==> config.mk <==
export PLATFORM = sky130hd
export DESIGN_NAME = ov7670_stream_tx_flat
export DESIGN_NICKNAME = d
export VERILOG_FILES = /design/src/rtl/ov7670_stream_tx_if.sv /design/src/rtl/ov7670_stream_tx.sv /design/src/flat_wrapper.sv
export SDC_FILE = /design/constraint.sdc
export NUM_CORES = 1
export LEC_CHECK = 0
export BUFFER_PORTS_ARGS = -buffer_cell sky130_fd_sc_hd__clkbuf_2
export CAP_MARGIN = 20
export CORE_MARGIN = 4
export CORE_UTILIZATION = 43
export DETAILED_ROUTE_END_ITERATION = 6
export GPL_TIMING_DRIVEN = 0
export PLACE_DENSITY = 0.61
export SLEW_MARGIN = 30
export SYNTH_ARGS = -nofsm -noshare
export SYNTH_HDL_FRONTEND = slang
export SYNTH_SLANG_ARGS = --single-unit
==> constraint.sdc <==
create_clock -name clk -period 5.8 [get_ports clk]
set_input_delay 0.29 -clock clk [delete_from_list [all_inputs] [get_ports clk]]
set_output_delay 0.29 -clock clk [all_outputs]
set_load 0.01 [all_outputs]
==> src/rtl/ov7670_stream_tx_if.sv <==
// Camera-side stream bundle for ov7670_stream_tx: control in, pixel source handshake,
// OV7670-style output bus and status. master = the transmitter, slave = its environment.
interface ov7670_stream_tx_if;
  logic        start;
  logic        continuous;
  logic        pattern_en;
  logic [15:0] pix_data;
  logic        pix_valid;
  logic        pix_ready;
  logic        pclk_out;
  logic        vsync_out;
  logic        href_out;
  logic [7:0]  data_out;
  logic [9:0]  x_count;
  logic [8:0]  y_count;
  logic        busy;
  logic        frame_done;
  logic        underrun;
  logic [2:0]  state_dbg;

  // Pixel handshake: a pixel moves when pix_valid and pix_ready are both high at a clk edge.
  // pix_ready is a one-cycle strobe and does not wait for pix_valid; a missing pixel is an underrun.
  modport master (
    input  start, continuous, pattern_en, pix_data, pix_valid,
    output pix_ready, pclk_out, vsync_out, href_out, data_out,
    output x_count, y_count, busy, frame_done, underrun, state_dbg
  );

  modport slave (
    output start, continuous, pattern_en, pix_data, pix_valid,
    input  pix_ready, pclk_out, vsync_out, href_out, data_out,
    input  x_count, y_count, busy, frame_done, underrun, state_dbg
  );
endinterface

==> src/rtl/ov7670_stream_tx.sv <==
// OV7670-style frame transmitter: emits vsync/href/byte stream at clk/2, RGB565 pixels
// taken from a ready/valid source or an internal test pattern.
module ov7670_stream_tx #(
  parameter int H_ACTIVE    = 640,
  parameter int V_ACTIVE    = 480,
  parameter int H_BLANK     = 144,
  parameter int VSYNC_LINES = 3,
  parameter int V_BACK      = 17,
  parameter int V_FRONT     = 10
) (
  input logic               clk,
  input logic               reset,
  ov7670_stream_tx_if.master bus
);

  localparam int LINE_SLOTS = 2 * H_ACTIVE + H_BLANK;
  localparam int HW         = $clog2(LINE_SLOTS + 1);
  localparam int LW         = 10;

  localparam logic [HW-1:0] H_LAST   = HW'(LINE_SLOTS - 1);
  localparam logic [HW-1:0] ACT_LAST = HW'(2 * H_ACTIVE - 1);
  localparam logic [LW-1:0] VS_LAST  = LW'(VSYNC_LINES - 1);
  localparam logic [LW-1:0] VB_LAST  = LW'(V_BACK - 1);
  localparam logic [LW-1:0] VF_LAST  = LW'(V_FRONT - 1);
  localparam logic [8:0]    Y_LAST   = 9'(V_ACTIVE - 1);

  typedef enum logic [2:0] {
    S_IDLE, S_VSYNC, S_VBACK, S_ACTIVE, S_HBLANK, S_VFRONT
  } state_t;

  state_t        state_q, state_d;
  logic          pclk_q, pclk_d;
  logic [HW-1:0] h_q, h_d;
  logic [LW-1:0] l_q, l_d;
  logic [9:0]    x_q, x_d;
  logic [8:0]    y_q, y_d;
  logic [7:0]    data_q, data_d;
  logic [7:0]    lo_q, lo_d;
  logic          pat_q, pat_d;
  logic          underrun_q, underrun_d;
  logic          frame_done_q, frame_done_d;

  logic          line_end;
  logic          enter_active;
  logic          launch;
  logic          pat_sel;
  logic          pix_ready_c;
  logic [15:0]   pixel;

  always_ff @(posedge clk) begin
    if (reset) begin
      state_q      <= S_IDLE;
      pclk_q       <= 1'b0;
      h_q          <= '0;
      l_q          <= '0;
      x_q          <= '0;
      y_q          <= '0;
      data_q       <= '0;
      lo_q         <= '0;
      pat_q        <= 1'b0;
      underrun_q   <= 1'b0;
      frame_done_q <= 1'b0;
    end else begin
      state_q      <= state_d;
      pclk_q       <= pclk_d;
      h_q          <= h_d;
      l_q          <= l_d;
      x_q          <= x_d;
      y_q          <= y_d;
      data_q       <= data_d;
      lo_q         <= lo_d;
      pat_q        <= pat_d;
      underrun_q   <= underrun_d;
      frame_done_q <= frame_done_d;
    end
  end

  // A slot edge is the clk edge on which pclk falls; nothing but pclk and
  // the frame_done pulse moves on the other edge.
  always_comb begin
    state_d      = state_q;
    pclk_d       = ~pclk_q;
    h_d          = h_q;
    l_d          = l_q;
    x_d          = x_q;
    y_d          = y_q;
    data_d       = data_q;
    lo_d         = lo_q;
    pat_d        = pat_q;
    underrun_d   = underrun_q;
    frame_done_d = 1'b0;
    enter_active = 1'b0;
    launch       = 1'b0;
    pix_ready_c  = 1'b0;
    pixel        = '0;
    line_end     = (h_q == H_LAST);

    if (pclk_q) begin
      h_d = line_end ? '0 : h_q + 1'b1;
      case (state_q)
        S_IDLE: begin
          h_d = '0;
          l_d = '0;
          if (bus.start) state_d = S_VSYNC;
        end
        S_VSYNC: if (line_end) begin
          if (l_q == VS_LAST) begin
            state_d = S_VBACK;
            l_d     = '0;
          end else l_d = l_q + 1'b1;
        end
        S_VBACK: if (line_end) begin
          if (l_q == VB_LAST) begin
            state_d      = S_ACTIVE;
            l_d          = '0;
            enter_active = 1'b1;
          end else l_d = l_q + 1'b1;
        end
        S_ACTIVE: begin
          if (h_q == ACT_LAST) begin
            state_d = S_HBLANK;
            x_d     = '0;
          end else if (h_q[0]) begin
            launch = 1'b1;
            x_d    = x_q + 1'b1;
          end
        end
        S_HBLANK: if (line_end) begin
          if (y_q == Y_LAST) begin
            state_d = S_VFRONT;
            y_d     = '0;
          end else begin
            state_d      = S_ACTIVE;
            y_d          = y_q + 1'b1;
            enter_active = 1'b1;
          end
        end
        S_VFRONT: if (line_end) begin
          if (l_q == VF_LAST) begin
            l_d          = '0;
            frame_done_d = 1'b1;
            state_d      = bus.continuous ? S_VSYNC : S_IDLE;
          end else l_d = l_q + 1'b1;
        end
        default: state_d = S_IDLE;
      endcase
    end

    // Byte path: high byte is launched from a fresh pixel, low byte replays the held half.
    pat_sel = enter_active ? bus.pattern_en : pat_q;
    if (enter_active) pat_d = bus.pattern_en;
    if (pclk_q) begin
      data_d = 8'h00;
      if (enter_active || launch) begin
        if (pat_sel) begin
          pixel = {y_d[4:0], x_d[5:0], x_d[4:0]};
        end else begin
          pix_ready_c = 1'b1;
          pixel       = bus.pix_valid ? bus.pix_data : 16'h0000;
          if (!bus.pix_valid) underrun_d = 1'b1;
        end
        data_d = pixel[15:8];
        lo_d   = pixel[7:0];
      end else if (state_q == S_ACTIVE && !h_q[0]) begin
        data_d = lo_q;
      end
    end
  end

  assign bus.pix_ready  = pix_ready_c;
  assign bus.pclk_out   = pclk_q;
  assign bus.vsync_out  = (state_q == S_VSYNC);
  assign bus.href_out   = (state_q == S_ACTIVE);
  assign bus.data_out   = data_q;
  assign bus.x_count    = x_q;
  assign bus.y_count    = y_q;
  assign bus.busy       = (state_q != S_IDLE);
  assign bus.frame_done = frame_done_q;
  assign bus.underrun   = underrun_q;
  assign bus.state_dbg  = state_q;

endmodule

==> src/flat_wrapper.sv <==
// flat-port wrapper written by rule: the top's interface ports become plain ports
module ov7670_stream_tx_flat 
#(
  parameter int H_ACTIVE    = 640,
  parameter int V_ACTIVE    = 480,
  parameter int H_BLANK     = 144,
  parameter int VSYNC_LINES = 3,
  parameter int V_BACK      = 17,
  parameter int V_FRONT     = 10
)
  (clk, reset, bus_start, bus_continuous, bus_pattern_en, bus_pix_data, bus_pix_valid, bus_pix_ready, bus_pclk_out, bus_vsync_out, bus_href_out, bus_data_out, bus_x_count, bus_y_count, bus_busy, bus_frame_done, bus_underrun, bus_state_dbg);
  ov7670_stream_tx_if bus_i ();
  input logic clk;
  input logic reset;
  input wire logic [$bits(bus_i.start)-1:0] bus_start;
  input wire logic [$bits(bus_i.continuous)-1:0] bus_continuous;
  input wire logic [$bits(bus_i.pattern_en)-1:0] bus_pattern_en;
  input wire logic [$bits(bus_i.pix_data)-1:0] bus_pix_data;
  input wire logic [$bits(bus_i.pix_valid)-1:0] bus_pix_valid;
  output wire logic [$bits(bus_i.pix_ready)-1:0] bus_pix_ready;
  output wire logic [$bits(bus_i.pclk_out)-1:0] bus_pclk_out;
  output wire logic [$bits(bus_i.vsync_out)-1:0] bus_vsync_out;
  output wire logic [$bits(bus_i.href_out)-1:0] bus_href_out;
  output wire logic [$bits(bus_i.data_out)-1:0] bus_data_out;
  output wire logic [$bits(bus_i.x_count)-1:0] bus_x_count;
  output wire logic [$bits(bus_i.y_count)-1:0] bus_y_count;
  output wire logic [$bits(bus_i.busy)-1:0] bus_busy;
  output wire logic [$bits(bus_i.frame_done)-1:0] bus_frame_done;
  output wire logic [$bits(bus_i.underrun)-1:0] bus_underrun;
  output wire logic [$bits(bus_i.state_dbg)-1:0] bus_state_dbg;
  assign bus_i.start = bus_start;
  assign bus_i.continuous = bus_continuous;
  assign bus_i.pattern_en = bus_pattern_en;
  assign bus_i.pix_data = bus_pix_data;
  assign bus_i.pix_valid = bus_pix_valid;
  assign bus_pix_ready = bus_i.pix_ready;
  assign bus_pclk_out = bus_i.pclk_out;
  assign bus_vsync_out = bus_i.vsync_out;
  assign bus_href_out = bus_i.href_out;
  assign bus_data_out = bus_i.data_out;
  assign bus_x_count = bus_i.x_count;
  assign bus_y_count = bus_i.y_count;
  assign bus_busy = bus_i.busy;
  assign bus_frame_done = bus_i.frame_done;
  assign bus_underrun = bus_i.underrun;
  assign bus_state_dbg = bus_i.state_dbg;
  ov7670_stream_tx #(.H_ACTIVE(H_ACTIVE), .V_ACTIVE(V_ACTIVE), .H_BLANK(H_BLANK), .VSYNC_LINES(VSYNC_LINES), .V_BACK(V_BACK), .V_FRONT(V_FRONT)) u_core (.clk(clk), .reset(reset), .bus(bus_i));
endmodule
=== Yosys cells after proc, flatten, opt, wreduce, memory -nomap -nowiden ===
Cells that the tools add are included.

* Bitwise gates (word level): 5
* Reductions and logical operators: 14
* Order comparisons: 0
* Add/subtract/negate cells: 4
* Shift-type cells: 0
* $mul: 0
* Muxes and demuxes: 48
* Equality and inequality tests: 20
* Divide/modulo/power cells: 0

{| class="wikitable"
|+ Operators with widths
! cell !! count
|-
| $mux 10 || 8
|-
| $pmux 10 s4 || 1
|-
| $mux 16 || 2
|-
| $mux 3 || 10
|-
| $eq 11x11->1 const B || 2
|-
| $mux 11 || 2
|-
| $add 10x1->10 const B || 2
|-
| $pmux 3 s6 || 1
|-
| $mux 8 || 2
|-
| $ne 2x1->1 const B || 8
|-
| $mux 1 || 15
|-
| $mux 5 || 3
|-
| $mux 6 || 2
|-
| $add 11x1->11 const B || 1
|-
| $eq 10x2->1 const B || 1
|-
| $eq 10x4->1 const B || 1
|-
| $eq 10x5->1 const B || 1
|-
| $reduce_and 10->1 || 1
|-
| $add 9x1->9 const B || 1
|-
| $eq 9x9->1 const B || 1
|-
| $mux 9 || 1
|-
| $eq 3x2->1 const B || 2
|-
| $eq 3x3->1 const B || 2
|-
| $reduce_and 3->1 || 2
|-
| 15 further kinds || 19
|}

* Register bits after elaboration: 63
* Latch bits: 0
* Output and inout bits: 37
* ROM bits: 0
* Memory bits (writable): 0
* Memories: 0
* Bits of input ports: 22
* Word-level logic and storage cells: 104

=== Logic depth before layout (Yosys ltp) ===
* Depth after elaboration: 9
* Depth in mapped cells: 10
* Gate-level depth less buffers: 8

=== Least setup slack after synthesis ===
No wires, ideal clock.

* Kind: register to register
* Start point: register u_core.l_q[2]
* End point: register u_core.data_q[3], in the netlist u_core.bus.data_out[3]
* Buffers on the path: 2
* Arrival time: 2.181 ns
* Setup slack: 3.539 ns
* Data required time: 5.720 ns
* Setup time: 0.080 ns
* Stages on the path, launching flop included: 9
* Period minus slack after synthesis: 2.261 ns
* Cell sequence: dfxtp_1 > or4_4 > nor4_1 > o211ai_1 > and2_1 > buf_2 > buf_6 > o311a_1 > a211oi_2

* Longest elaborated chain between the ends: 8
* Elaborated cells on any way between the ends: 9
* Those cells by class: 1 x eq/ne; 7 x mux; 1 x reduce/logical

{| class="wikitable"
|+ RTL lines
! what !! line !! source
|-
| start, declared || ov7670_stream_tx.sv:34 || <nowiki>logic [LW-1:0] l_q, l_d;</nowiki>
|-
| start signal, assigned || ov7670_stream_tx.sv:67 || <nowiki>l_q <= l_d;</nowiki>
|-
| $eq 10x5->1 (*) || ov7670_stream_tx.sv:113 || <nowiki>if (l_q == VB_LAST) begin</nowiki>
|-
| $mux 1 (*) || ov7670_stream_tx.sv:113 ||
|-
| $mux 1 (*) || ov7670_stream_tx.sv:112 || <nowiki>S_VBACK: if (line_end) begin</nowiki>
|-
| $pmux 1 s2 (*) || ov7670_stream_tx.sv:100 || <nowiki>case (state_q)</nowiki>
|-
| $mux 1 (*) || ov7670_stream_tx.sv:98 || <nowiki>if (pclk_q) begin</nowiki>
|-
| $mux 1 || n/a ||
|-
| $mux 16 || ov7670_stream_tx.sv:155 || <nowiki>if (pat_sel) begin</nowiki>
|-
| $mux 8 (*) || ov7670_stream_tx.sv:154 || <nowiki>if (enter_active || launch) begin</nowiki>
|-
| end signal, assigned || ov7670_stream_tx.sv:70 || <nowiki>data_q <= data_d;</nowiki>
|-
| end, declared || ov7670_stream_tx.sv:37 || <nowiki>logic [7:0] data_q, data_d;</nowiki>
|}

Mark *: on every way between the ends. The rest lies on a longest branch, timed or not.
A chain may end at the register's enable or synchronous reset.

=== Final worst setup path ===
* Start point: register u_core.h_q[0]
* End point: output bus_pix_ready

* Longest elaborated chain between the ends: 8
* Elaborated cells on any way between the ends: 15
* Those cells by class: 2 x eq/ne; 12 x mux; 1 x reduce/logical

{| class="wikitable"
|+ RTL lines
! what !! line !! source
|-
| start, declared || ov7670_stream_tx.sv:33 || <nowiki>logic [HW-1:0] h_q, h_d;</nowiki>
|-
| start signal, assigned || ov7670_stream_tx.sv:54 || <nowiki>h_q <= '0;</nowiki>
|-
| start signal, assigned || ov7670_stream_tx.sv:66 || <nowiki>h_q <= h_d;</nowiki>
|-
| $eq 11x11->1 || ov7670_stream_tx.sv:96 || <nowiki>line_end = (h_q == H_LAST);</nowiki>
|-
| $mux 1, on equally long branches || ov7670_stream_tx.sv:128, ov7670_stream_tx.sv:112 ||
|-
| $pmux 1 s2 || ov7670_stream_tx.sv:100 ||
|-
| $mux 1 || ov7670_stream_tx.sv:98 ||
|-
| $mux 1 || n/a ||
|-
| $mux 1 || ov7670_stream_tx.sv:155 ||
|-
| $mux 1 (*) || ov7670_stream_tx.sv:154 ||
|-
| $mux 1 (*) || ov7670_stream_tx.sv:152 || <nowiki>if (pclk_q) begin</nowiki>
|-
| end, declared || flat_wrapper.sv:20 || <nowiki>output wire logic [$bits(bus_i.pix_ready)-1:0] bus_pix_ready;</nowiki>
|}

Marked as above.

==> results.py <==
metrics = {
    "status": {
        "status": "complete, no violations",
    },
    "cts": {
        "cts_tree": "done",
        "ctsHoldBuffers": 0,
        "clk_path_buf_depth": 2,
        "root_buffer": "clkbuf_8",
        "postCtsResizedCells": 0,
        "h-tree-depth": 3,
        "path_clk_slew_ns": 0.07,
        "cts_setup_buffers": 0,
        "cts_sinks": 63,
        "clkLatencyLatePin_ns": 0.33,
        "numCtsBuffers": 9,
    },
    "yosys": {
        "ys_ff_latch": 63,
        "synth_cell_type_count": 60,
        "synthCells": 408,
        "synth_area_per_cell_um2": 8.39,
        "yosysTopAreaCellShare_pct": 36.8,
        "syn_nets": 437,
        "synth_edf_count": 0,
        "syn_area_um2": 3420,
        "synth_area_leaders": "dfxtp_1, nor2_1, o21ai_0",
        "ys.flop_type": "dfxtp_1",
        "synth_warnings": 0,
        "ys_seq_area_share_pct": 36.8,
        "synth_top_area_cell": "dfxtp_1",
        "async_flop_share_pct": 0,
    },
    "timing": {
        "hold_violations": 0,
        "period_share_pct": 48.4,
        "finalWorstSetupSlack_ns": 2.99,
        "slew_violations": 0,
        "max_freq_mhz": 356,
        "setup_viol": 0,
        "tightest_slew_ns": 0.950,
        "fin_skew_ns": 0.00836,
        "holdWs_ns": 0.193,
        "fin_tns_setup_ns": 0,
        "rsz0062_at_grt": "no",
        "max_slew_margin_pct": 36.2,
        "fin_crit_ns": 2.81,
    },
    "floorplan": {
        "rows": 32,
        "top_level_ports": 59,
        "start_util_pct": 44.3,
        "core-area_um2": 7730,
        "die_w_um": 97.2,
        "die-area_um2": 9450,
        "die_h_um": 97.2,
    },
    "place": {
        "dp.cells": 568,
        "io_buffers": 58,
        "place_ws_ns": 3.13,
        "hpwl_um": 6870,
        "gp_congestion": 0.837,
        "dpl_cell_area_um2": 3840,
    },
    "worst_setup_path": {
        "cpPeakStageDelay_ns": 0.48,
        "path_cells": "ha_1 -> nand3_1 -> nor4_1 -> o211ai_1 -> mux2_4 -> nor2_1 -> clkbuf_2",
        "cp-start-kind": "register",
        "slowest_stage": "nor4_1",
        "critPathMaxFanout": 5,
        "r2r_end": "u_core.bus.data_out[3]",
        "r2r_setup_slack_ns": 3.10,
        "critPathKind": "reg2out",
        "critical_path.endpoint_type": "primary output",
        "crit_arrival_ns": 2.52,
        "reg2reg_from": "u_core.h_q[0]",
        "worst_ep_required_time_ns": 5.51,
        "worstRegToRegCells": 9,
    },
    "global_routing": {
        "grt_max_degree": 11,
        "grt_usage_pct": 19.7,
        "gr-total-overflow": 0,
        "grt_pass1_vias": 3105,
        "use_met1_pct": 28.2,
        "gr-usage-met2_pct": 30.0,
        "grt_pass1_wl_um": 15400,
        "met3_usage_pct": 3.09,
        "grt.busiest_layer": "met2",
        "antenna_found_initial": 0,
    },
    "hold_path": {
        "hold_start": "bus_pix_data[6]",
        "hold_end": "u_core.lo_q[6]",
        "hp-class": "in2reg",
        "whs_path_depth": 2,
    },
    "layout": {
        "final_cells": 583,
        "final_cell_mix": "dfxtp_1, clkbuf_2, nor2_1",
        "final_area_um2": 4060,
        "drive_above_1_share_pct": 20.2,
        "diodes": 0,
        "final.fill_count": 762,
        "fin_util_pct": 52.5,
        "synthToLayoutAreaGrowth_pct": 18.5,
        "mostFrequentLayoutCell": "dfxtp_1",
        "fin_nets": 506,
    },
    "power": {
        "cellPowerDensity_nw_per_um2": 245,
        "power_mw": 0.992,
        "p_leak_nw": 1.52,
        "peakVddDrop_v": 0.000148,
    },
    "drt": {
        "drc": 0,
        "routedWlPerCell_um": 15.9,
        "vias": 3321,
        "ant_nets": 0,
        "drt-total-wl_um": 9240,
        "dr.pass1.iters": 4,
        "viasPerCell": 5.70,
        "dr.first_iter.drc_count": 185,
    },
    "run": {
        "drv_cap": 0,
    },
}
-- critical path: cells and delay by family, from the launching register on --
family | cells | cell delay (ns)
AOI/OAI and AO/OA | 1 | 0.25
adders and majority gates | 1 | 0.23
buffers and inverters | 1 | 0.14
muxes | 1 | 0.38
and+or+nand+nor | 3 | 0.80
DFF | 1 | 0.38
-- Yosys cell counts (3+ instances only) --
master and number:
dfxtp_1 63, nor2_1 49, nand2_1 32, o21ai_0 25, clkbuf_1 18, nand4_1 18
nand3_1 17, a21oi_1 14, xor2_1 10, a31oi_1 8, and3_1 8, and2_1 7
ha_1 7, nand3b_1 7, nor4_1 7, o311a_1 7, a211oi_2 6, a221o_1 6
inv_1 6, nand2b_1 6, or3_1 6, xnor2_1 6, nor2b_1 5, mux2i_1 4
nor3b_1 4, o31ai_1 4, a211oi_1 3, a21o_1 3, buf_2 3, nor4_2 3
nor4b_1 3, o211ai_1 3, o21a_1 3
-- cell families (layout without fill, tap and decap cells) --
group / after synthesis / count (layout) / share of synthesized area, %
fa+ha+maj: 7 / 7 / 2.56
mux: 6 / 6 / 1.94
xor+xnor: 16 / 16 / 4.09
compound gates: 97 / 97 / 20.2
simple gates: 188 / 188 / 29.9
buf+inv: 31 / 104 / 4.39
flops: 63 / 63 / 36.8
-- report_power, final --
part	total [mW]	internal, mW	switching, mW
clock	0.410	0.243	0.167
sequential	0.453	0.442	0.0106
combinational	0.129	0.0481	0.0813
total	0.992	0.733	0.259
-- flip-flops by register name, summed over array words and instances (netlist names) --
name and cells:
u_core.bus.data_out 8, u_core.bus.frame_done 1, u_core.bus.pclk_out 1, u_core.bus.state_dbg 3
u_core.bus.underrun 1, u_core.bus.x_count 10, u_core.bus.y_count 9, u_core.h_q 11
u_core.l_q 10, u_core.lo_q 8, u_core.pat_q 1
-- worst max path at each step --
| stage | endpoint | start | depth (start not counted) | slack, ns |
|---|---|---|---|---|
| 2_1_floorplan | u_core.bus.data_out[3] | u_core.l_q[2] | 8 | 3.54 |
| 3_3_place_gp | u_core.bus.data_out[3] | u_core.h_q[1] | 9 | 3.14 |
| 3_5_place_dp | u_core.bus.data_out[3] | u_core.h_q[0] | 9 | 3.13 |
| 4_1_cts | bus_pix_ready | u_core.h_q[0] | 7 | 3.00 |
| 5_1_grt | bus_pix_ready | u_core.h_q[0] | 7 | 2.78 |
| 6_report | bus_pix_ready | u_core.h_q[0] | 7 | 2.99 |
-- routing by layer --
metal  share of wire, %  wire length [um]
met5                  0                 0
met4               0.73                67
met3                4.4               404
met2                 47              4310
met1                 48              4460
-- cell type report --
type	instances	area (um^2)	area share [%]
inverter	6	22.5	0.555
clock buffer	13	179	4.41
timing repair buffer	58	290	7.15
buffer	25	128	3.15
tap	102	128	3.15
sequential	63	1260	31.1
clock inverter	2	37.5	0.925
multi-input combinational	314	2010	49.6
Note: power is estimated with default switching activity, not from simulation.
